$ cat src/rtl/control_sequencer_if.sv
// control_sequencer_if -- bundles the sequencer <-> datapath/memory signals.
//   master : the control sequencer (takes run/ir/mem_ready, drives strobes)
//   slave  : the datapath / memory side
// Optional build macro ILLEGAL_TRAP_EN adds the 'illegal' status signal.
interface control_sequencer_if;
  logic        run;
  logic [31:0] ir;
  logic        mem_ready;
  logic [15:0] Rin, Rout;
  logic        PCin, PCout, MARin, IRin, Yin, MDRin, MDRout, HIin, LOin;
  logic        Zhighin, Zlowin, Zhighout, Zlowout, Cout;
  logic        Read, Write;
  logic [3:0]  ALUop;
  logic        ALU_MUL, ALU_DIV;
  logic [3:0]  tstep;
  logic        busy, halted;
`ifdef ILLEGAL_TRAP_EN
  logic        illegal;
`endif

  modport master (
`ifdef ILLEGAL_TRAP_EN
    output illegal,
`endif
    input  run, ir, mem_ready,
    output Rin, Rout, PCin, PCout, MARin, IRin, Yin, MDRin, MDRout, HIin, LOin,
    output Zhighin, Zlowin, Zhighout, Zlowout, Cout, Read, Write, ALUop,
    output ALU_MUL, ALU_DIV, tstep, busy, halted
  );

  modport slave (
`ifdef ILLEGAL_TRAP_EN
    input  illegal,
`endif
    output run, ir, mem_ready,
    input  Rin, Rout, PCin, PCout, MARin, IRin, Yin, MDRin, MDRout, HIin, LOin,
    input  Zhighin, Zlowin, Zhighout, Zlowout, Cout, Read, Write, ALUop,
    input  ALU_MUL, ALU_DIV, tstep, busy, halted
  );
endinterface

$ cat src/rtl/control_sequencer.sv
// control_sequencer -- multi-cycle hardwired control unit for the bus CPU.
// Walks fetch T0-T2 and execute T3-T7 per instruction, stalling on the
// memory ready handshake in T1 (fetch), ld T6 and st T7.
// Ports:
//   clock : rising-edge clock
//   clear : synchronous active-low reset
//   bus   : control_sequencer_if.master (run/ir/mem_ready in, strobes out,
//           tstep 0-7 = T0-T7, 8 = IDLE, 9 = HALTED)
// Build macro ILLEGAL_TRAP_EN: undefined opcodes trap to HALTED and set
// the sticky 'illegal' flag; otherwise they execute as a NOP.
module control_sequencer #(
  parameter logic [3:0] ALUOP_ADD   = 4'b0011,
  parameter logic [3:0] ALUOP_INCPC = 4'b1111
) (
  input logic               clock,
  input logic               clear,
  control_sequencer_if.master bus
);
  // State code doubles as the tstep value.
  typedef enum logic [3:0] {
    S_T0 = 4'd0, S_T1 = 4'd1, S_T2 = 4'd2, S_T3 = 4'd3,
    S_T4 = 4'd4, S_T5 = 4'd5, S_T6 = 4'd6, S_T7 = 4'd7,
    S_IDLE = 4'd8, S_HALTED = 4'd9
  } state_t;

  state_t state;

  logic [4:0]  op;
  logic [15:0] ra_oh, rb_oh, rc_oh;
  logic        is_ld, is_st, is_r, is_imm, is_mul, is_div, is_halt, is_def;
  logic        unused_ir;
  state_t      nxt_instr;

  assign op      = bus.ir[31:27];
  assign ra_oh   = 16'h1 << bus.ir[26:23];
  assign rb_oh   = 16'h1 << bus.ir[22:19];
  assign rc_oh   = 16'h1 << bus.ir[18:15];
  assign unused_ir = ^bus.ir[14:0];

  assign is_ld   = (op == 5'd0);
  assign is_st   = (op == 5'd2);
  assign is_r    = (op >= 5'd3)  && (op <= 5'd11);
  assign is_imm  = (op >= 5'd12) && (op <= 5'd14);
  assign is_mul  = (op == 5'd15);
  assign is_div  = (op == 5'd16);
  assign is_halt = (op == 5'd26);
  assign is_def  = is_ld | is_st | is_r | is_imm | is_mul | is_div | is_halt;

  // Where an instruction goes when it completes.
  assign nxt_instr = bus.run ? S_T0 : S_IDLE;

`ifdef ILLEGAL_TRAP_EN
  logic illegal_q;
  assign bus.illegal = illegal_q;
`endif

  always_ff @(posedge clock) begin
    if (!clear) begin
      state <= S_IDLE;
`ifdef ILLEGAL_TRAP_EN
      illegal_q <= 1'b0;
`endif
    end else begin
      case (state)
        S_IDLE:   if (bus.run) state <= S_T0;
        S_T0:     state <= S_T1;
        S_T1:     if (bus.mem_ready) state <= S_T2;
        S_T2:     state <= S_T3;
        S_T3: begin
          if (is_halt) state <= S_HALTED;
          else if (!is_def) begin
`ifdef ILLEGAL_TRAP_EN
            state     <= S_HALTED;
            illegal_q <= 1'b1;
`else
            state <= nxt_instr;
`endif
          end else state <= S_T4;
        end
        S_T4:     state <= S_T5;
        S_T5:     state <= (is_r || is_imm) ? nxt_instr : S_T6;
        // st's T6 is a register-to-MDR move, so only ld waits here.
        S_T6: begin
          if (is_mul || is_div)           state <= nxt_instr;
          else if (is_st || bus.mem_ready) state <= S_T7;
        end
        S_T7:     if (is_ld || bus.mem_ready) state <= nxt_instr;
        S_HALTED: state <= S_HALTED;
        default:  state <= S_IDLE;
      endcase
    end
  end

  assign bus.tstep  = state;
  assign bus.busy   = (state <= S_T7);
  assign bus.halted = (state == S_HALTED);

  // Strobes decode from state and ir; mem_ready only gates the capture
  // strobes of a memory-wait step so they pulse exactly once.
  always_comb begin
    bus.Rin = '0;      bus.Rout = '0;
    bus.PCin = 1'b0;   bus.PCout = 1'b0;  bus.MARin = 1'b0;  bus.IRin = 1'b0;
    bus.Yin = 1'b0;    bus.MDRin = 1'b0;  bus.MDRout = 1'b0;
    bus.HIin = 1'b0;   bus.LOin = 1'b0;   bus.Zhighin = 1'b0; bus.Zlowin = 1'b0;
    bus.Zhighout = 1'b0; bus.Zlowout = 1'b0; bus.Cout = 1'b0;
    bus.Read = 1'b0;   bus.Write = 1'b0;  bus.ALUop = 4'b0000;
    bus.ALU_MUL = 1'b0; bus.ALU_DIV = 1'b0;
    case (state)
      S_T0: begin
        bus.PCout = 1'b1; bus.MARin = 1'b1; bus.ALUop = ALUOP_INCPC; bus.Zlowin = 1'b1;
      end
      S_T1: begin
        bus.Read    = 1'b1;
        bus.MDRin   = bus.mem_ready;
        bus.PCin    = bus.mem_ready;
        bus.Zlowout = bus.mem_ready;
      end
      S_T2: begin
        bus.MDRout = 1'b1; bus.IRin = 1'b1;
      end
      S_T3: begin
        if (is_mul || is_div) begin
          bus.Rout = ra_oh; bus.Yin = 1'b1;
        end else if (is_ld || is_st || is_r || is_imm) begin
          bus.Rout = rb_oh; bus.Yin = 1'b1;
        end
      end
      S_T4: begin
        if (is_ld || is_st) begin
          bus.Cout = 1'b1; bus.ALUop = ALUOP_ADD; bus.Zlowin = 1'b1;
        end else if (is_r) begin
          bus.Rout = rc_oh; bus.ALUop = op[3:0]; bus.Zlowin = 1'b1;
        end else if (is_imm) begin
          bus.Cout = 1'b1; bus.ALUop = op[3:0]; bus.Zlowin = 1'b1;
        end else if (is_mul || is_div) begin
          bus.Rout = rb_oh; bus.ALU_MUL = is_mul; bus.ALU_DIV = is_div;
          bus.Zhighin = 1'b1; bus.Zlowin = 1'b1;
        end
      end
      S_T5: begin
        bus.Zlowout = 1'b1;
        if (is_ld || is_st)       bus.MARin = 1'b1;
        else if (is_r || is_imm)  bus.Rin = ra_oh;
        else                      bus.LOin = 1'b1;
      end
      S_T6: begin
        if (is_ld) begin
          bus.Read = 1'b1; bus.MDRin = bus.mem_ready;
        end else if (is_st) begin
          bus.Rout = ra_oh; bus.MDRin = 1'b1;
        end else begin
          bus.Zhighout = 1'b1; bus.HIin = 1'b1;
        end
      end
      S_T7: begin
        if (is_ld) begin
          bus.MDRout = 1'b1; bus.Rin = ra_oh;
        end else begin
          bus.Write = 1'b1;
        end
      end
      default: ;
    endcase
  end
endmodule

$ cat src/flat_wrapper.sv
// flat-port wrapper written by rule: the top's interface ports become plain ports
module control_sequencer_flat 
#(
  parameter logic [3:0] ALUOP_ADD   = 4'b0011,
  parameter logic [3:0] ALUOP_INCPC = 4'b1111
)
  (clock, clear, bus_run, bus_ir, bus_mem_ready, bus_Rin, bus_Rout, bus_PCin, bus_PCout, bus_MARin, bus_IRin, bus_Yin, bus_MDRin, bus_MDRout, bus_HIin, bus_LOin, bus_Zhighin, bus_Zlowin, bus_Zhighout, bus_Zlowout, bus_Cout, bus_Read, bus_Write, bus_ALUop, bus_ALU_MUL, bus_ALU_DIV, bus_tstep, bus_busy, bus_halted);
  control_sequencer_if bus_i ();
  input logic clock;
  input logic clear;
  input wire logic [$bits(bus_i.run)-1:0] bus_run;
  input wire logic [$bits(bus_i.ir)-1:0] bus_ir;
  input wire logic [$bits(bus_i.mem_ready)-1:0] bus_mem_ready;
  output wire logic [$bits(bus_i.Rin)-1:0] bus_Rin;
  output wire logic [$bits(bus_i.Rout)-1:0] bus_Rout;
  output wire logic [$bits(bus_i.PCin)-1:0] bus_PCin;
  output wire logic [$bits(bus_i.PCout)-1:0] bus_PCout;
  output wire logic [$bits(bus_i.MARin)-1:0] bus_MARin;
  output wire logic [$bits(bus_i.IRin)-1:0] bus_IRin;
  output wire logic [$bits(bus_i.Yin)-1:0] bus_Yin;
  output wire logic [$bits(bus_i.MDRin)-1:0] bus_MDRin;
  output wire logic [$bits(bus_i.MDRout)-1:0] bus_MDRout;
  output wire logic [$bits(bus_i.HIin)-1:0] bus_HIin;
  output wire logic [$bits(bus_i.LOin)-1:0] bus_LOin;
  output wire logic [$bits(bus_i.Zhighin)-1:0] bus_Zhighin;
  output wire logic [$bits(bus_i.Zlowin)-1:0] bus_Zlowin;
  output wire logic [$bits(bus_i.Zhighout)-1:0] bus_Zhighout;
  output wire logic [$bits(bus_i.Zlowout)-1:0] bus_Zlowout;
  output wire logic [$bits(bus_i.Cout)-1:0] bus_Cout;
  output wire logic [$bits(bus_i.Read)-1:0] bus_Read;
  output wire logic [$bits(bus_i.Write)-1:0] bus_Write;
  output wire logic [$bits(bus_i.ALUop)-1:0] bus_ALUop;
  output wire logic [$bits(bus_i.ALU_MUL)-1:0] bus_ALU_MUL;
  output wire logic [$bits(bus_i.ALU_DIV)-1:0] bus_ALU_DIV;
  output wire logic [$bits(bus_i.tstep)-1:0] bus_tstep;
  output wire logic [$bits(bus_i.busy)-1:0] bus_busy;
  output wire logic [$bits(bus_i.halted)-1:0] bus_halted;
  assign bus_i.run = bus_run;
  assign bus_i.ir = bus_ir;
  assign bus_i.mem_ready = bus_mem_ready;
  assign bus_Rin = bus_i.Rin;
  assign bus_Rout = bus_i.Rout;
  assign bus_PCin = bus_i.PCin;
  assign bus_PCout = bus_i.PCout;
  assign bus_MARin = bus_i.MARin;
  assign bus_IRin = bus_i.IRin;
  assign bus_Yin = bus_i.Yin;
  assign bus_MDRin = bus_i.MDRin;
  assign bus_MDRout = bus_i.MDRout;
  assign bus_HIin = bus_i.HIin;
  assign bus_LOin = bus_i.LOin;
  assign bus_Zhighin = bus_i.Zhighin;
  assign bus_Zlowin = bus_i.Zlowin;
  assign bus_Zhighout = bus_i.Zhighout;
  assign bus_Zlowout = bus_i.Zlowout;
  assign bus_Cout = bus_i.Cout;
  assign bus_Read = bus_i.Read;
  assign bus_Write = bus_i.Write;
  assign bus_ALUop = bus_i.ALUop;
  assign bus_ALU_MUL = bus_i.ALU_MUL;
  assign bus_ALU_DIV = bus_i.ALU_DIV;
  assign bus_tstep = bus_i.tstep;
  assign bus_busy = bus_i.busy;
  assign bus_halted = bus_i.halted;
  control_sequencer #(.ALUOP_ADD(ALUOP_ADD), .ALUOP_INCPC(ALUOP_INCPC)) u_core (.clock(clock), .clear(clear), .bus(bus_i));
endmodule
$ cat config.mk
export PLATFORM = sky130hd
export DESIGN_NAME = control_sequencer_flat
export DESIGN_NICKNAME = d
export VERILOG_FILES = /design/src/rtl/control_sequencer_if.sv /design/src/rtl/control_sequencer.sv /design/src/flat_wrapper.sv
export SDC_FILE = /design/constraint.sdc
export NUM_CORES = 1
export LEC_CHECK = 0
export CAP_MARGIN = 15
export CORE_UTILIZATION = 39
export CTS_CLUSTER_DIAMETER = 80
export DETAILED_ROUTE_END_ITERATION = 8
export PLACE_DENSITY_LB_ADDON = 0.25
export RECOVER_POWER = 100
export SYNTH_ARGS = -nofsm -noshare
export SYNTH_HDL_FRONTEND = slang
export SYNTH_SLANG_ARGS = --single-unit
$ cat constraint.sdc
create_clock -name clock -period 8.5 [get_ports clock]
set_clock_uncertainty 0.1 [all_clocks]
set_input_delay 2.125 -clock clock [delete_from_list [all_inputs] [get_ports clock]]
set_output_delay 2.125 -clock clock [all_outputs]
set_load 0.01 [all_outputs]
Yosys cells after proc, flatten, opt, wreduce, memory -nomap -nowiden
Cells that the tools add are included.
Cells by class
  magnitude comparators: 5
  eq/ne operators: 17
  shifts and indexed selects: 3
  muxes and demuxes: 73
  bitwise gates (word level): 6
  reduce and logical (&&, ||, !) cells: 12
Operators by type and width (count)
  two-way mux 16 bit: 11
  two-way mux 4 bit: 12
  case mux 16 bit (3 select lines): 1
  << shifter 1 x 4 -> 16 bit, first input constant: 3
  two-way mux 1 bit: 40
  case mux 4 bit (10 select lines): 1
  case mux 16 bit (2 select lines): 1
  == test 4 x 3 -> 1 bit, second input constant: 4
  case mux 1 bit (2 select lines): 6
  == test 5 bit, second input constant: 2
  less-or-equal comparator 5 x 4 -> 1 bit, second input constant: 2
  == test 4 x 2 -> 1 bit, second input constant: 2
  == test 4 bit, second input constant: 2
  case mux 4 bit (2 select lines): 1
  logical OR 1 bit: 7
  OR 1 bit: 6
  == test 5 x 2 -> 1 bit, second input constant: 1
  == test 5 x 4 -> 1 bit, second input constant: 1
  greater-or-equal comparator 5 x 2 -> 1 bit, second input constant: 1
  greater-or-equal comparator 5 x 4 -> 1 bit, second input constant: 1
  zero test 5 bit: 1
  == test 4 x 1 -> 1 bit, second input constant: 1
  less-or-equal comparator 4 x 3 -> 1 bit, second input constant: 1
  zero test 4 bit: 1
  5 further kinds: 7
Word-level totals
  bits in registers: 4
  bits of input ports: 36
  output and inout port bits: 60
  logic and storage cells: 117

Logic depth before layout (Yosys ltp)
  word-level depth: 10
  gate-level depth with buffers: 7
  mapped depth without buffers: 5

Least setup slack after synthesis
No wires, ideal clock.
  path type: input to output
  start: in bus_ir[28]
  end: out bus_Rout[5]
  data arrival time: 3.771 ns
  required time: 6.275 ns
  path slack: 2.504 ns
  stages: 5
  path buffers: 0
  cells stage by stage: or3_1 > o22ai_1 > a22oi_1 > or2_2 > o31ai_1
Between the ends
  cells in the longest elaborated chain, start to end: 7
RTL lines
  from (decl): RTL line flat_wrapper.sv:12  | input wire logic [$bits(bus_i.ir)-1:0] bus_ir;
  greater-or-equal comparator 5 x 2 -> 1 bit (tied with other cells): RTL line control_sequencer.sv:42  | assign is_r = (op >= 5'd3) && (op <= 5'd11);
  logical AND 1 bit (tied with other cells): RTL line control_sequencer.sv:42
  logical OR 1 bit / two-way mux 16 bit (equally long branches): RTL line control_sequencer.sv:124, control_sequencer.sv:135
  logical OR 1 bit / two-way mux 16 bit (equally long branches): RTL line control_sequencer.sv:124, control_sequencer.sv:133
  two-way mux 16 bit (on tied branches): RTL line control_sequencer.sv:124, control_sequencer.sv:131
  two-way mux 16 bit (on tied branches): RTL line control_sequencer.sv:122, control_sequencer.sv:129
  case mux 16 bit (3 select lines) *: RTL line control_sequencer.sv:108  | case (state)
  to (decl): RTL line flat_wrapper.sv:15  | output wire logic [$bits(bus_i.Rout)-1:0] bus_Rout;
Mark *: on every way between the ends. The rest lies on a longest branch, timed or not.

Worst setup path in the final report
  start: in bus_ir[29]
  end: out bus_Rout[15]
Same word-level chain as after synthesis.

==> results.toml <==
[worst_setup_path]
startpoint_type = "input port"
worstPathArrival_ps = 5410
path_cells = "dlygate4sd3_1, or3_1, o22ai_1, a21boi_0, clkbuf_1, o31ai_1, a41o_1, dlygate4sd3_1"
cpMostUsedCell = "dlygate4sd3_1"
crit_path_end_kind = "output port"
slowest_stage = "dlygate4sd3_1"
required_ps = 6280
cp_top_family = "buffers and inverters"
critPathMaxFanout = 14
crit_type = "in -> out"
path_buf_inv = 3
critPathMaxStageDelay_ps = 700

[drt]
post-route-drc-count = 0
dr.first_iter.drc_count = 119
ant_nets = 0
dr.pass1.iters = 5
drt-total-wl_um = 4860
via_per_inst = 5.83
num_vias = 2001
wire_per_inst_um = 14.2

[clock_network]
cts.sinks = 4
cts_max_level = 1
ctsResizeCount = 0
cts_root_buf = "clkbuf_4"
cts_setup_buffers = 0
clk_latency_ps = 230
cts_made_buffers = 3
path_clk_slew_ps = 40
cts_hold_buf = 0
clockBufferDepth = 2
cts_tree = "built"

[layout]
drive_above_1_share_pct = 3.70
largest_reg_flops = 4
syn2layout_area_growth_pct = 58.9
diodes = 0
final_common_cell = "dlygate4sd3_1"
fin_nets = 335
mostFrequentLayoutCells = "dlygate4sd3_1, nor2_1, nand2_1, clkdlybuf4s50_1, nor3_1"

[power_and_ir_drop]
vdd_drop_max_mv = 0.0658
power_density_mw_per_mm2 = 55.1
p_leak_nw = 0.921
power_mw = 0.121

[timing]
hold_viol = 0
rsz0062_at_grt = "false"
slew_violations = 0
tightest_slew_ps = 719
slew_headroom_pct = 52.0
period_share_pct = 89.8
fmax_mhz = 131
tns_ps = 0
finalSetupViolCount = 0
finalWorstPathRequiredPeriod_ps = 7640

[floorplan]
initial_utilization_pct = 41.0
ios = 96
coreArea_mm2 = 0.00336
row_count = 21
die_w_um = 61.5
die_y_um = 61.5
dieArea_mm2 = 0.00378

[synthesis]
synth_cell_types = 58
synth_flop_cell = "dfxtp_1"
synth.cell_area_mm2 = 0.00138
ys.warnings.count = 0
synthArstFlopShare_pct = 0
seq_area_frac_synth_pct = 5.81
synth-edff-count = 0
synth_fp_nets = 266
synth_cells = 230
syn_area_per_cell_um2 = 5.99
yosys_register_bits = 4

[grt]
grt_use_total_pct = 24.3
grt_pass1_wl_um = 7020
grt.overflow.total = 0
grt_max_degree = 26
antenna_found_initial = 0
grt_pass1_vias = 1534

[placement]
routabilityCongestion = 0.885
port_buffers = 80
place_hpwl_um = 3790

[status]
status = "completed"

[run]
maxCapViolations = 0

[worst_hold_path]
worstHoldPathType = "reg -> reg"
[cell usage after synthesis (all sizes together), types with 3 or more instances]
library cell / count / area (um2)
or4: 3 / 22.5
nor2: 36 / 135
nor4: 7 / 50.1
a31o: 5 / 43.8
o21ai: 9 / 45.0
nand2: 24 / 90.1
o32ai: 6 / 52.6
and2: 5 / 31.3
dfxtp: 4 / 80.1
or3b: 3 / 31.3
nor2b: 7 / 43.8
nand3: 12 / 60.1
o31ai: 4 / 30.0
or3: 4 / 25.0
nand2b: 10 / 62.6
clkbuf: 13 / 48.8
a21oi: 9 / 45.0
buf: 6 / 28.8
inv: 5 / 18.8
nor3: 16 / 80.1
[final cells by class]
class | instances | area, um2
flip-flops and latches | 4 | 80.1
fillers | 353 | 1170
well taps | 46 | 57.6
repair buffers | 83 | 816
clock buffers | 3 | 22.5
multi-input cells | 202 | 1200
inverters | 5 | 18.8
[path summary, 6_finish.rpt]
kind / startpoint / to / slack (ps) / cells past startpoint
worst max-delay path: bus_ir[29] / bus_Rout[15] / 860 / 8
worst min-delay path: u_core.bus.tstep[0] / u_core.bus.tstep[0] / 650 / 2
worst min register to register: u_core.bus.tstep[0] / u_core.bus.tstep[0] / 650 / 2
worst max register to register: u_core.bus.tstep[2] / u_core.bus.tstep[1] / 6270 / 5
[stage by stage]
stage / hold slack [ps] / cell area, um2 / util, % / setup WS [ps] / std cells
6_report: 648 / 2190 / 65.1 / 864 / 343
3_3_place_gp: 594 / 2170 / 64.7 / 934 / 339
2_1_floorplan: 583 / 1380 / - / 2500 / 230
3_5_place_dp: 589 / 2170 / 64.7 / 894 / 339
5_1_grt: 679 / 2190 / 65.1 / 727 / 343
4_1_cts: 650 / 2200 / 65.3 / 873 / 342
[metal layers]
metal / wire length, um / GRT usage, % / vias to the layer above
li1: - / - / 1001
met1: 2300 / 35.9 / 934
met2: 2270 / 39.0 / 64
met3: 272 / 2.10 / 2
met4: 15 / 3.49 / 0
met5: 0 / 0 / -
[tightest hold or removal path: stages (launching register included)]
cell	delay [ps]
dfxtp_1	450
nand3_1	140
o21ai_0	100
[report_power, final]
part	switching [mW]	total [mW]	internal, mW
Combinational	0.0366	0.0702	0.0335
Clock	0.00720	0.0230	0.0158
Sequential	0.00718	0.0277	0.0205
Total	0.0510	0.121	0.0698
[logic make-up after synthesis]
family          Yosys count  synth area share, %
compound gates           59                 31.6
xor+xnor                  1                0.635
flops                     4                 5.81
mux                       2                 1.54
simple gates            140                 53.4
buf+inv                  24                 6.99
No activity file was read; power rests on OpenSTA's default activity.
